**src/rtl/tone_pkg.sv**
```systemverilog
// Shared constants for the tone synthesiser: semitone frequency table, rest threshold,
// channel state encoding and the elaboration-time half-period calculation.
package tone_pkg;

  localparam int unsigned REST = 12;

  typedef enum logic {StIdle, StRun} ch_state_e;

  // Frequencies of C3..B3 scaled by 100; notes at or above REST map to C3.
  function automatic int unsigned f100(input logic [3:0] note);
    case (note)
      4'd0:    f100 = 13081;
      4'd1:    f100 = 13859;
      4'd2:    f100 = 14683;
      4'd3:    f100 = 15556;
      4'd4:    f100 = 16481;
      4'd5:    f100 = 17461;
      4'd6:    f100 = 18500;
      4'd7:    f100 = 19600;
      4'd8:    f100 = 20765;
      4'd9:    f100 = 22000;
      4'd10:   f100 = 23308;
      4'd11:   f100 = 24694;
      default: f100 = 13081;
    endcase
  endfunction

  // round(clk_hz*100 / (2*f100)); only ever evaluated for localparams.
  function automatic int unsigned hp_calc(input int unsigned clk_hz, input logic [3:0] note);
    longint unsigned num;
    longint unsigned den;
    num = 64'(clk_hz) * 64'd100;
    den = 64'd2 * 64'(f100(note));
    hp_calc = 32'((num + den / 64'd2) / den);
  endfunction

endpackage

```
**src/rtl/tone_channel.sv**
```systemverilog
// One square-wave tone channel: half-period down-counter, wave flip-flop and a one-deep
// pending register so a new pitch takes effect only at a half-period boundary.
module tone_channel
  import tone_pkg::*;
#(
  parameter int unsigned CW = 12
) (
  input  logic          clk,
  input  logic          rst,
  input  logic          play,
  input  logic          stop,
  input  logic [CW-1:0] half,
  output logic          wave,
  output logic          active,
  output logic          pending
);

  ch_state_e     state_q, state_d;
  logic [CW-1:0] cnt_q, cnt_d;
  logic [CW-1:0] cur_q, cur_d;
  logic [CW-1:0] pend_half_q, pend_half_d;
  logic          pend_q, pend_d;
  logic          wave_q, wave_d;

  always_comb begin
    state_d     = state_q;
    cnt_d       = cnt_q;
    cur_d       = cur_q;
    pend_half_d = pend_half_q;
    pend_d      = pend_q;
    wave_d      = wave_q;
    if (stop) begin
      state_d = StIdle;
      wave_d  = 1'b0;
      pend_d  = 1'b0;
    end else begin
      unique case (state_q)
        StIdle: begin
          if (play) begin
            state_d = StRun;
            wave_d  = 1'b1;
            cnt_d   = half - CW'(1);
            cur_d   = half;
          end
        end
        StRun: begin
          if (cnt_q == '0) begin
            wave_d = ~wave_q;
            if (pend_q) begin
              cnt_d  = pend_half_q - CW'(1);
              cur_d  = pend_half_q;
              pend_d = 1'b0;
            end else if (play) begin
              // Command landing exactly on a boundary takes effect immediately.
              cnt_d = half - CW'(1);
              cur_d = half;
            end else begin
              cnt_d = cur_q - CW'(1);
            end
          end else begin
            cnt_d = cnt_q - CW'(1);
            if (play) begin
              pend_d      = 1'b1;
              pend_half_d = half;
            end
          end
        end
        default: state_d = StIdle;
      endcase
    end
  end

  always_ff @(posedge clk) begin
    if (rst) begin
      state_q     <= StIdle;
      cnt_q       <= '0;
      cur_q       <= '0;
      pend_half_q <= '0;
      pend_q      <= 1'b0;
      wave_q      <= 1'b0;
    end else begin
      state_q     <= state_d;
      cnt_q       <= cnt_d;
      cur_q       <= cur_d;
      pend_half_q <= pend_half_d;
      pend_q      <= pend_d;
      wave_q      <= wave_d;
    end
  end

  assign wave    = wave_q;
  assign active  = (state_q == StRun);
  assign pending = pend_q;

endmodule

```
**src/rtl/tone_synth.sv**
```systemverilog
// Multi-channel square-wave tone synthesiser: command decode and back-pressure, a shared
// half-period lookup, NUM_CH channel instances and a registered count of high waves.
module tone_synth
  import tone_pkg::*;
#(
  parameter int unsigned CLK_HZ   = 50_000_000,
  parameter int unsigned NUM_CH   = 4,
  parameter int unsigned OCT_BITS = 3,
  localparam int unsigned CHW     = (NUM_CH > 1) ? $clog2(NUM_CH) : 1,
  localparam int unsigned MW      = $clog2(NUM_CH + 1)
) (
  input  logic                clk,
  input  logic                rst,
  input  logic                cmd_valid,
  output logic                cmd_ready,
  input  logic [CHW-1:0]      cmd_ch,
  input  logic [3:0]          cmd_note,
  input  logic [OCT_BITS-1:0] cmd_octave,
  input  logic                cmd_gate,
  output logic [NUM_CH-1:0]   wave,
  output logic [NUM_CH-1:0]   active,
  output logic [MW-1:0]       mix
);

  localparam int unsigned HP_MAX = hp_calc(CLK_HZ, 4'd0);
  localparam int unsigned CW     = $clog2(HP_MAX + 1);

  // Rest codes fill the upper entries so the 4-bit note indexes the table directly.
  localparam logic [CW-1:0] HP_TAB [16] = '{
    CW'(hp_calc(CLK_HZ, 4'd0)), CW'(hp_calc(CLK_HZ, 4'd1)), CW'(hp_calc(CLK_HZ, 4'd2)),
    CW'(hp_calc(CLK_HZ, 4'd3)), CW'(hp_calc(CLK_HZ, 4'd4)), CW'(hp_calc(CLK_HZ, 4'd5)),
    CW'(hp_calc(CLK_HZ, 4'd6)), CW'(hp_calc(CLK_HZ, 4'd7)), CW'(hp_calc(CLK_HZ, 4'd8)),
    CW'(hp_calc(CLK_HZ, 4'd9)), CW'(hp_calc(CLK_HZ, 4'd10)), CW'(hp_calc(CLK_HZ, 4'd11)),
    CW'(HP_MAX), CW'(HP_MAX), CW'(HP_MAX), CW'(HP_MAX)
  };

  logic [NUM_CH-1:0] sel, pending, play, stop;
  logic [CW-1:0]     half_sh, half;
  logic              is_play, accept;
  logic [MW-1:0]     pop, mix_q;

  always_comb begin
    for (int i = 0; i < NUM_CH; i++) begin
      sel[i] = (32'(cmd_ch) == 32'(i));
    end
  end

  assign is_play   = cmd_gate && (cmd_note < 4'(REST));
  assign cmd_ready = !(is_play && |(pending & sel));
  assign accept    = cmd_valid && cmd_ready;
  assign play      = (accept && is_play) ? sel : '0;
  assign stop      = (accept && !is_play) ? sel : '0;

  assign half_sh = HP_TAB[cmd_note] >> cmd_octave;
  assign half    = (half_sh == '0) ? CW'(1) : half_sh;

  for (genvar g = 0; g < NUM_CH; g++) begin : g_ch
    tone_channel #(
      .CW(CW)
    ) u_ch (
      .clk    (clk),
      .rst    (rst),
      .play   (play[g]),
      .stop   (stop[g]),
      .half   (half),
      .wave   (wave[g]),
      .active (active[g]),
      .pending(pending[g])
    );
  end

  always_comb begin
    pop = '0;
    for (int i = 0; i < NUM_CH; i++) begin
      pop = pop + MW'(wave[i]);
    end
  end

  always_ff @(posedge clk) begin
    if (rst) begin
      mix_q <= '0;
    end else begin
      mix_q <= pop;
    end
  end

  assign mix = mix_q;

endmodule

```
**config.mk**
```make
export PLATFORM = sky130hd
export DESIGN_NAME = tone_synth
export DESIGN_NICKNAME = d
export VERILOG_FILES = /design/src/rtl/tone_pkg.sv /design/src/rtl/tone_channel.sv /design/src/rtl/tone_synth.sv
export SDC_FILE = /design/constraint.sdc
export NUM_CORES = 1
export LEC_CHECK = 0
export BUFFER_PORTS_ARGS = -buffer_cell sky130_fd_sc_hd__clkbuf_2
export CAP_MARGIN = 20
export CORE_MARGIN = 2
export CORE_UTILIZATION = 35
export CTS_CLUSTER_DIAMETER = 200
export DETAILED_ROUTE_END_ITERATION = 8
export PLACE_DENSITY = 0.46
export SLEW_MARGIN = 15
export SYNTH_ARGS = -nofsm -noshare
export SYNTH_HDL_FRONTEND = slang
export SYNTH_SLANG_ARGS = --single-unit
```
**constraint.sdc**
```tcl
create_clock -name clk -period 6.3 [get_ports clk]
set_input_delay 0.63 -clock clk [delete_from_list [all_inputs] [get_ports clk]]
set_output_delay 0.63 -clock clk [all_outputs]
set_load 0.1 [all_outputs]
```
==> metrics.yaml, run 1 <==
run_status:
  outcome: "finished, final reports clean"
routing:
  routed_via_density: 6.02
  dr_total_vias: 16600
  dr.pass1.iters: 5
  drc_errors: 0
  antenna_left: 0
  wirelength_um: 63200
  drt_iter0_markers: 1379
  post_drt_wl_per_cell_um: 22.9
clock_tree:
  cts_resized: 0
  htree_levels: 1
  cts_setup_buffers: 0
  cts_root_buf: "clkbuf_16"
  ctsLongestPathBuffers: 3
  cts_tree: "yes"
  clock_sinks: 231
  path_clk_slew_ns: 0.06
  numCtsBuffers: 28
  postCtsHoldBufs: 0
  clk_latency_ns: 0.58
sta:
  slew_headroom_pct: 22.8
  fin_crit_ns: 4.35
  report.final.hold_viol_count: 0
  tightest_slew_ns: 1.15
  fin_hold_ws_ns: 0.489
  fin_setup_tns_ns: 0
  rsz0062_at_grt: "no"
  period_share_pct: 69.0
  setup_violations: 0
  maxSlewViolCount: 0
  fmax_mhz: 230
  finalClockSkew_ns: 0.0121
floorplan:
  die_area_sq_um: 47900
  die_h_um: 219
  die_w_um: 219
  initial_core_util_pct: 35.6
  rows: 78
  io_pins: 25
  core_area_sq_um: 45500
global_routing:
  grt-ovfl-total: 0
  grt_pass1_wl_um: 96000
  antenna_found_initial: 3
  grt_pass1_vias: 15400
  grt_max_degree: 83
  track_usage_pct: 25.8
synthesis:
  netlist_area_sq_um: 16200
  yosys_warnings: 0
  ys_seq_area_share_pct: 28.6
  synth_cell_type_count: 97
  avgSynthCellArea_sq_um: 7.36
  synthTopCellsByArea: "dfxtp_1 (29%), nor2_1 (6.3%), a21oi_1 (5.8%)"
  synth_top_area_share_pct: 28.6
  syn-num-nets: 2233
  synthTopCellsByCount: "nor2_1 (271), dfxtp_1 (231), nand2_1 (204)"
  yosys.cell_count.top_type: "nor2_1"
  synth_edf_count: 0
  netlist_instances: 2198
  ys_seq_elements: 231
  synthArstFlopShare_pct: 0
  synth_ff_type: "dfxtp_1"
  yosysTopAreaCell: "dfxtp_1"
cells_and_area:
  syn2layout_area_growth_pct: 10.0
  drive_gt1_share_pct: 8.70
  utilization_pct: 39.1
  antenna_cells: 0
  final_cells: 2762
  nets: 2177
pwr:
  fin_total_pwr_w: 0.00462
  leakage_nw: 6.67
  power_density_nw_per_um2: 259
  swShare_pct: 35.2
  power_frac_comb_pct: 28.3
  power_switching_w: 0.00163
  internal-power_w: 0.00299
  vdd_ir_drop_max_v: 0.000189
  p_seq_share_pct: 33.7
  clockPowerShare_pct: 38.0
placed_design:
  place_hpwl_um: 42700
  dp.cells: 2710
  portBuffers: 24
  place.gp.congestion: 0.888
setup_path:
  path_max_fanout: 18
  r2r_end: "g_ch[2].u_ch.cur_q[5]$_SDFFE_PP0P_"
  reg2reg_from: "g_ch[2].u_ch.cnt_q[0]$_SDFFE_PP0P_"
  critPathLaunchType: "input pin"
  arrival_ns: 4.84
  endpoint_kind: "flop"
  r2r_cells: 11
  crit_required_ns: 6.79
  r2r_setup_slack_ns: 2.15
  path_class: "input pin to flop"
min_path:
  hold_start: "g_ch[1].u_ch.pend_half_q[17]$_SDFFE_PP0P_"
  hp-class: "flop to flop"
  whs_path_depth: 2
  hold-path-endpoint: "g_ch[1].u_ch.pend_half_q[17]$_SDFFE_PP0P_"
flow_run:
  maxCapViolations: 0
[metal layers]
metal  vias up  GRT usage [%]  routed length (um)
li1       7933              -                   -
met4         4           8.24                1970
met3        99           3.02                3370
met5         -              0                  25
met1      8107           37.2               30300
met2       472           39.7               27500
[through the flow]
stage	cell area, sq um	setup slack, ns
global route	17800	1.74
finish	17800	1.95
floorplan	16200	2.37
CTS	17800	2.07
detailed placement	16800	1.47
global placement	16800	1.60
[how the worst max path moves through the flow]
| stage | end | startpoint | slack, ns | cells after the start |
|---|---|---|---|---|
| floorplan | g_ch[1].u_ch.cnt_q[1]$_SDFFE_PP0P_ | cmd_note[0] | 2.37 | 17 |
| global placement | g_ch[0].u_ch.cnt_q[4]$_SDFFE_PP0P_ | cmd_note[0] | 1.60 | 13 |
| detailed placement | g_ch[0].u_ch.cnt_q[4]$_SDFFE_PP0P_ | cmd_note[0] | 1.47 | 13 |
| CTS | g_ch[0].u_ch.cnt_q[4]$_SDFFE_PP0P_ | cmd_note[0] | 2.07 | 13 |
| global route | g_ch[0].u_ch.cnt_q[4]$_SDFFE_PP0P_ | cmd_note[0] | 1.74 | 13 |
| finish | g_ch[0].u_ch.cnt_q[4]$_SDFFE_PP0P_ | cmd_note[0] | 1.95 | 13 |
[critical path, stage by stage]
cell	delay [ns]
clkbuf_2	0.25
inv_1	0.15
ha_1	0.54
mux2_2	0.38
a22oi_1	0.24
mux2_2	0.22
a21oi_1	0.07
a21oi_2	0.66
ha_1	0.38
nand3_1	0.11
xor2_1	0.74
o21ai_0	0.20
a211oi_1	0.24
[placed cells by master, fill, tap and decap left out, drive strengths merged, types with 8 or more instances in the layout]
master   instances
a221o            8
inv             48
clkbuf          65
o31ai           16
dfxtp          231
nand4           10
nor3b           12
o211ai          25
and2            10
nor4            34
mux2i           10
nand2          205
nor2b           27
nand3b          10
a32oi           13
buf             58
o21ai          161
and3            16
nor3            86
nand2b          14
xnor2           85
o311ai           9
a31oi           32
or3             29
a221oi          15
nor2           272
xor2            76
a2111oi          8
ha              21
a22oi           20
o22ai           66
nand3           45
a21oi          191
or4             24
a211oi          91
[state kept, by name (all words and copies together) (netlist names)]
name / flops
g_ch.u_ch.active: 4
g_ch.u_ch.cnt_q: 72
g_ch.u_ch.cur_q: 72
g_ch.u_ch.pend_half_q: 72
g_ch.u_ch.pending: 4
g_ch.u_ch.wave: 4
mix: 3
[cells by family (layout without fill, tap and decap cells)]
family	Yosys count	in the layout	synth area share [%]
AND/OR/NAND/NOR	820	820	24.7
flip-flops	231	231	28.6
AO/OA/AOI/OAI	725	725	28.8
adder cells (fa/ha/maj)	22	22	1.75
XOR/XNOR	161	161	8.81
multiplexers	21	21	1.69
buffers and inverters	218	182	5.62
[final cells by class]
type                       count  area (sq um)
tap                          600           751
fill                        4873         27700
clock inverter                 8           124
multi-input combinational   1749         10700
sequential                   231          4620
timing repair buffer          81           566
inverter                      51           191
clock buffer                  42           855
[power groups by stage]
stage	sequential, W	clock [W]	combinational (W)
after floorplan	0.00158	0	0.000892
after global placement	0.00158	0	0.00129
after detailed placement	0.00158	0	0.00129
after CTS	0.00155	0.00179	0.00129
after global routing	0.00156	0.00185	0.00142
final	0.00155	0.00175	0.00131
No activity file was read; power rests on OpenSTA's default activity.
==> inputs of run 2 (changes only) <==
ABC_AREA = 1   (was unset)
PLACE_DENSITY = 0.48   (was 0.46)
clock period = 4 ns   (was 6.3 ns; I/O delays follow)
==> metrics.yaml, run 2 <==
global_routing:
  grt_pass1_vias: 18400
  antenna_found_initial: 0
  grt_max_degree: 82
  grt-ovfl-total: 0
  grt_pass1_wl_um: 114000
  track_usage_pct: 29.4
sta:
  rsz0062_at_grt: "no"
  slew_headroom_pct: 35.4
  maxSlewViolCount: 0
  finalClockSkew_ns: 0.0230
  period_share_pct: 82.8
  fin_hold_ws_ns: 0.466
  tightest_slew_ns: 0.969
  setup_violations: 0
  fin_setup_tns_ns: 0
  report.final.hold_viol_count: 0
  fin_crit_ns: 3.31
  fmax_mhz: 302
routing:
  antenna_left: 0
  dr.pass1.iters: 6
  wirelength_um: 75300
  post_drt_wl_per_cell_um: 22.0
  drt_iter0_markers: 1595
  dr_total_vias: 19500
  drc_errors: 0
  routed_via_density: 5.70
synthesis:
  netlist_area_sq_um: 17100
  yosys.cell_count.top_type: "nand2_1"
  synthTopCellsByArea: "dfxtp_1 (27%), nand2_1 (12%), o21ai_0 (10%)"
  ys_seq_area_share_pct: 27.0
  synth_ff_type: "dfxtp_1"
  yosysTopAreaCell: "dfxtp_1"
  synthTopCellsByCount: "nand2_1 (545), o21ai_0 (348), a21oi_1 (312)"
  synth_edf_count: 0
  synth_top_area_share_pct: 27.0
  synthArstFlopShare_pct: 0
  netlist_instances: 2796
  avgSynthCellArea_sq_um: 6.12
  yosys_warnings: 0
  syn-num-nets: 2831
  synth_cell_type_count: 56
  ys_seq_elements: 231
floorplan:
  die_area_sq_um: 50700
  io_pins: 25
  initial_core_util_pct: 35.2
  core_area_sq_um: 48600
  die_h_um: 225
  die_w_um: 225
  rows: 81
placed_design:
  post_dp_cell_area_sq_um: 17800
  portBuffers: 24
  place.gp.congestion: 0.949
  place_hpwl_um: 54800
setup_path:
  path_max_fanout: 16
  arrival_ns: 3.81
  cp_cell_sequence: "inv_1 -> ha_1 -> inv_1 -> nor2_1 -> nand2_1 -> nor2_1 -> nand2_1 -> nand2_1 -> inv_1 -> nor2_2 -> o21ai_0 -> a221oi_1"
  r2r_cells: 12
  crit_cells: 12
  critPathMaxStageDelay_ns: 0.56
  endpoint_kind: "flop"
  cp_top_family: "simple AND/OR/NAND/NOR gates"
  worst-path-buf-inv: 3
  critPathLaunchType: "flop"
  crit_required_ns: 4.50
  path_class: "flop to flop"
  critPathSlowestCell: "nor2_2"
clock_tree:
  ctsLongestPathBuffers: 3
  cts_resized: 0
  postCtsHoldBufs: 0
  numCtsBuffers: 30
  clock_sinks: 231
  htree_levels: 1
  cts_setup_buffers: 0
  cts_root_buf: "clkbuf_16"
  clk_latency_ns: 0.60
  path_clk_slew_ns: 0.06
  cts_tree: "yes"
cells_and_area:
  layout_commonest_cell: "nand2_1"
  layout_common_cells: "nand2_1 (545), o21ai_0 (347), a21oi_1 (312)"
  reg_top3: "g_ch.u_ch.cnt_q: 72 flops, g_ch.u_ch.cur_q: 72 flops, g_ch.u_ch.pend_half_q: 72 flops"
  drive_gt1_share_pct: 7.45
  postLayoutCellArea_sq_um: 18900
  nets: 2804
  ff_latch_area_sq_um: 4620
  fillCellCount: 5368
  syn2layout_area_growth_pct: 10.2
  multi_input_area_sq_um: 10800
pwr:
  vdd_ir_drop_max_v: 0.000316
  leakage_nw: 8.25
  power_density_nw_per_um2: 420
min_path:
  whs_path_depth: 5
  hp-class: "input pin to flop"
flow_run:
  maxCapViolations: 0
run_status:
  outcome: "finished, final reports clean"
[run 2: cell type report]
cell class / instances / share of cell area [%]
antenna: 1 / 0.0133
clock buffer: 46 / 4.83
clock inverter: 8 / 0.623
inverter: 281 / 5.62
multi-input combinational: 2136 / 57.0
sequential: 231 / 24.5
tap: 622 / 4.12
timing repair buffer: 89 / 3.29
[run 2: per-stage QoR]
| stage | setup slack (ns) | cells | power [W] | utilization, % |
|---|---|---|---|---|
| 2_1_floorplan | 0.824 | 2796 | 0.00419 | - |
| 3_3_place_gp | 0.610 | 3359 | 0.00504 | 36.7 |
| 3_5_place_dp | 0.592 | 3359 | 0.00503 | 36.7 |
| 4_1_cts | 0.733 | 3413 | 0.00792 | 38.8 |
| 5_1_grt | 0.443 | 3413 | 0.00830 | 38.8 |
| 6_report | 0.688 | 3414 | 0.00792 | 38.8 |
[run 2: cell families (layout without fill, tap and decap cells)]
group,count (synthesis),after routing,synth area share (%)
xor+xnor,82,82,4.19
fa+ha+maj,22,22,1.65
other cells,0,1,0
simple gates,1206,1206,30.5
compound gates,826,826,26.5
buf+inv,429,424,10.2
flops,231,231,27.0
[run 2: layer usage]
| layer | share of wire (%) | wire length [um] | global-route usage, % |
|---|---|---|---|
| met1 | 45 | 34200 | 40.5 |
| met2 | 43 | 32300 | 45.4 |
| met3 | 6.9 | 5220 | 5.02 |
| met4 | 4.7 | 3570 | 12.4 |
| met5 | 0 | 0 | 0 |
[run 2: final timing paths]
kind	from	end	slack [ns]
max reg2reg	g_ch[2].u_ch.cnt_q[0]$_SDFFE_PP0P_	g_ch[2].u_ch.cur_q[9]$_SDFFE_PP0P_	0.69
min	cmd_ch[0]	g_ch[1].u_ch.cnt_q[5]$_SDFFE_PP0P_	0.47
max	g_ch[2].u_ch.cnt_q[0]$_SDFFE_PP0P_	g_ch[2].u_ch.cur_q[9]$_SDFFE_PP0P_	0.69
min reg2reg	g_ch[0].u_ch.cnt_q[17]$_SDFFE_PP0P_	g_ch[0].u_ch.cnt_q[17]$_SDFFE_PP0P_	0.48
[run 2: where the power goes]
part | total (W) | internal, W | switching [W]
Sequential | 0.00252 | 0.00240 | 0.000128
Clock | 0.00288 | 0.00174 | 0.00114
Combinational | 0.00251 | 0.000734 | 0.00178
[run 2: worst register-to-register path: cells and delay by family, from the launching register on]
family	cells	cell delay, ns
AND/OR/NAND/NOR	6	1.40
AO/OA/AOI/OAI	2	0.77
adder cells (fa/ha/maj)	1	0.25
flip-flops	1	0.35
buffers and inverters	3	0.44
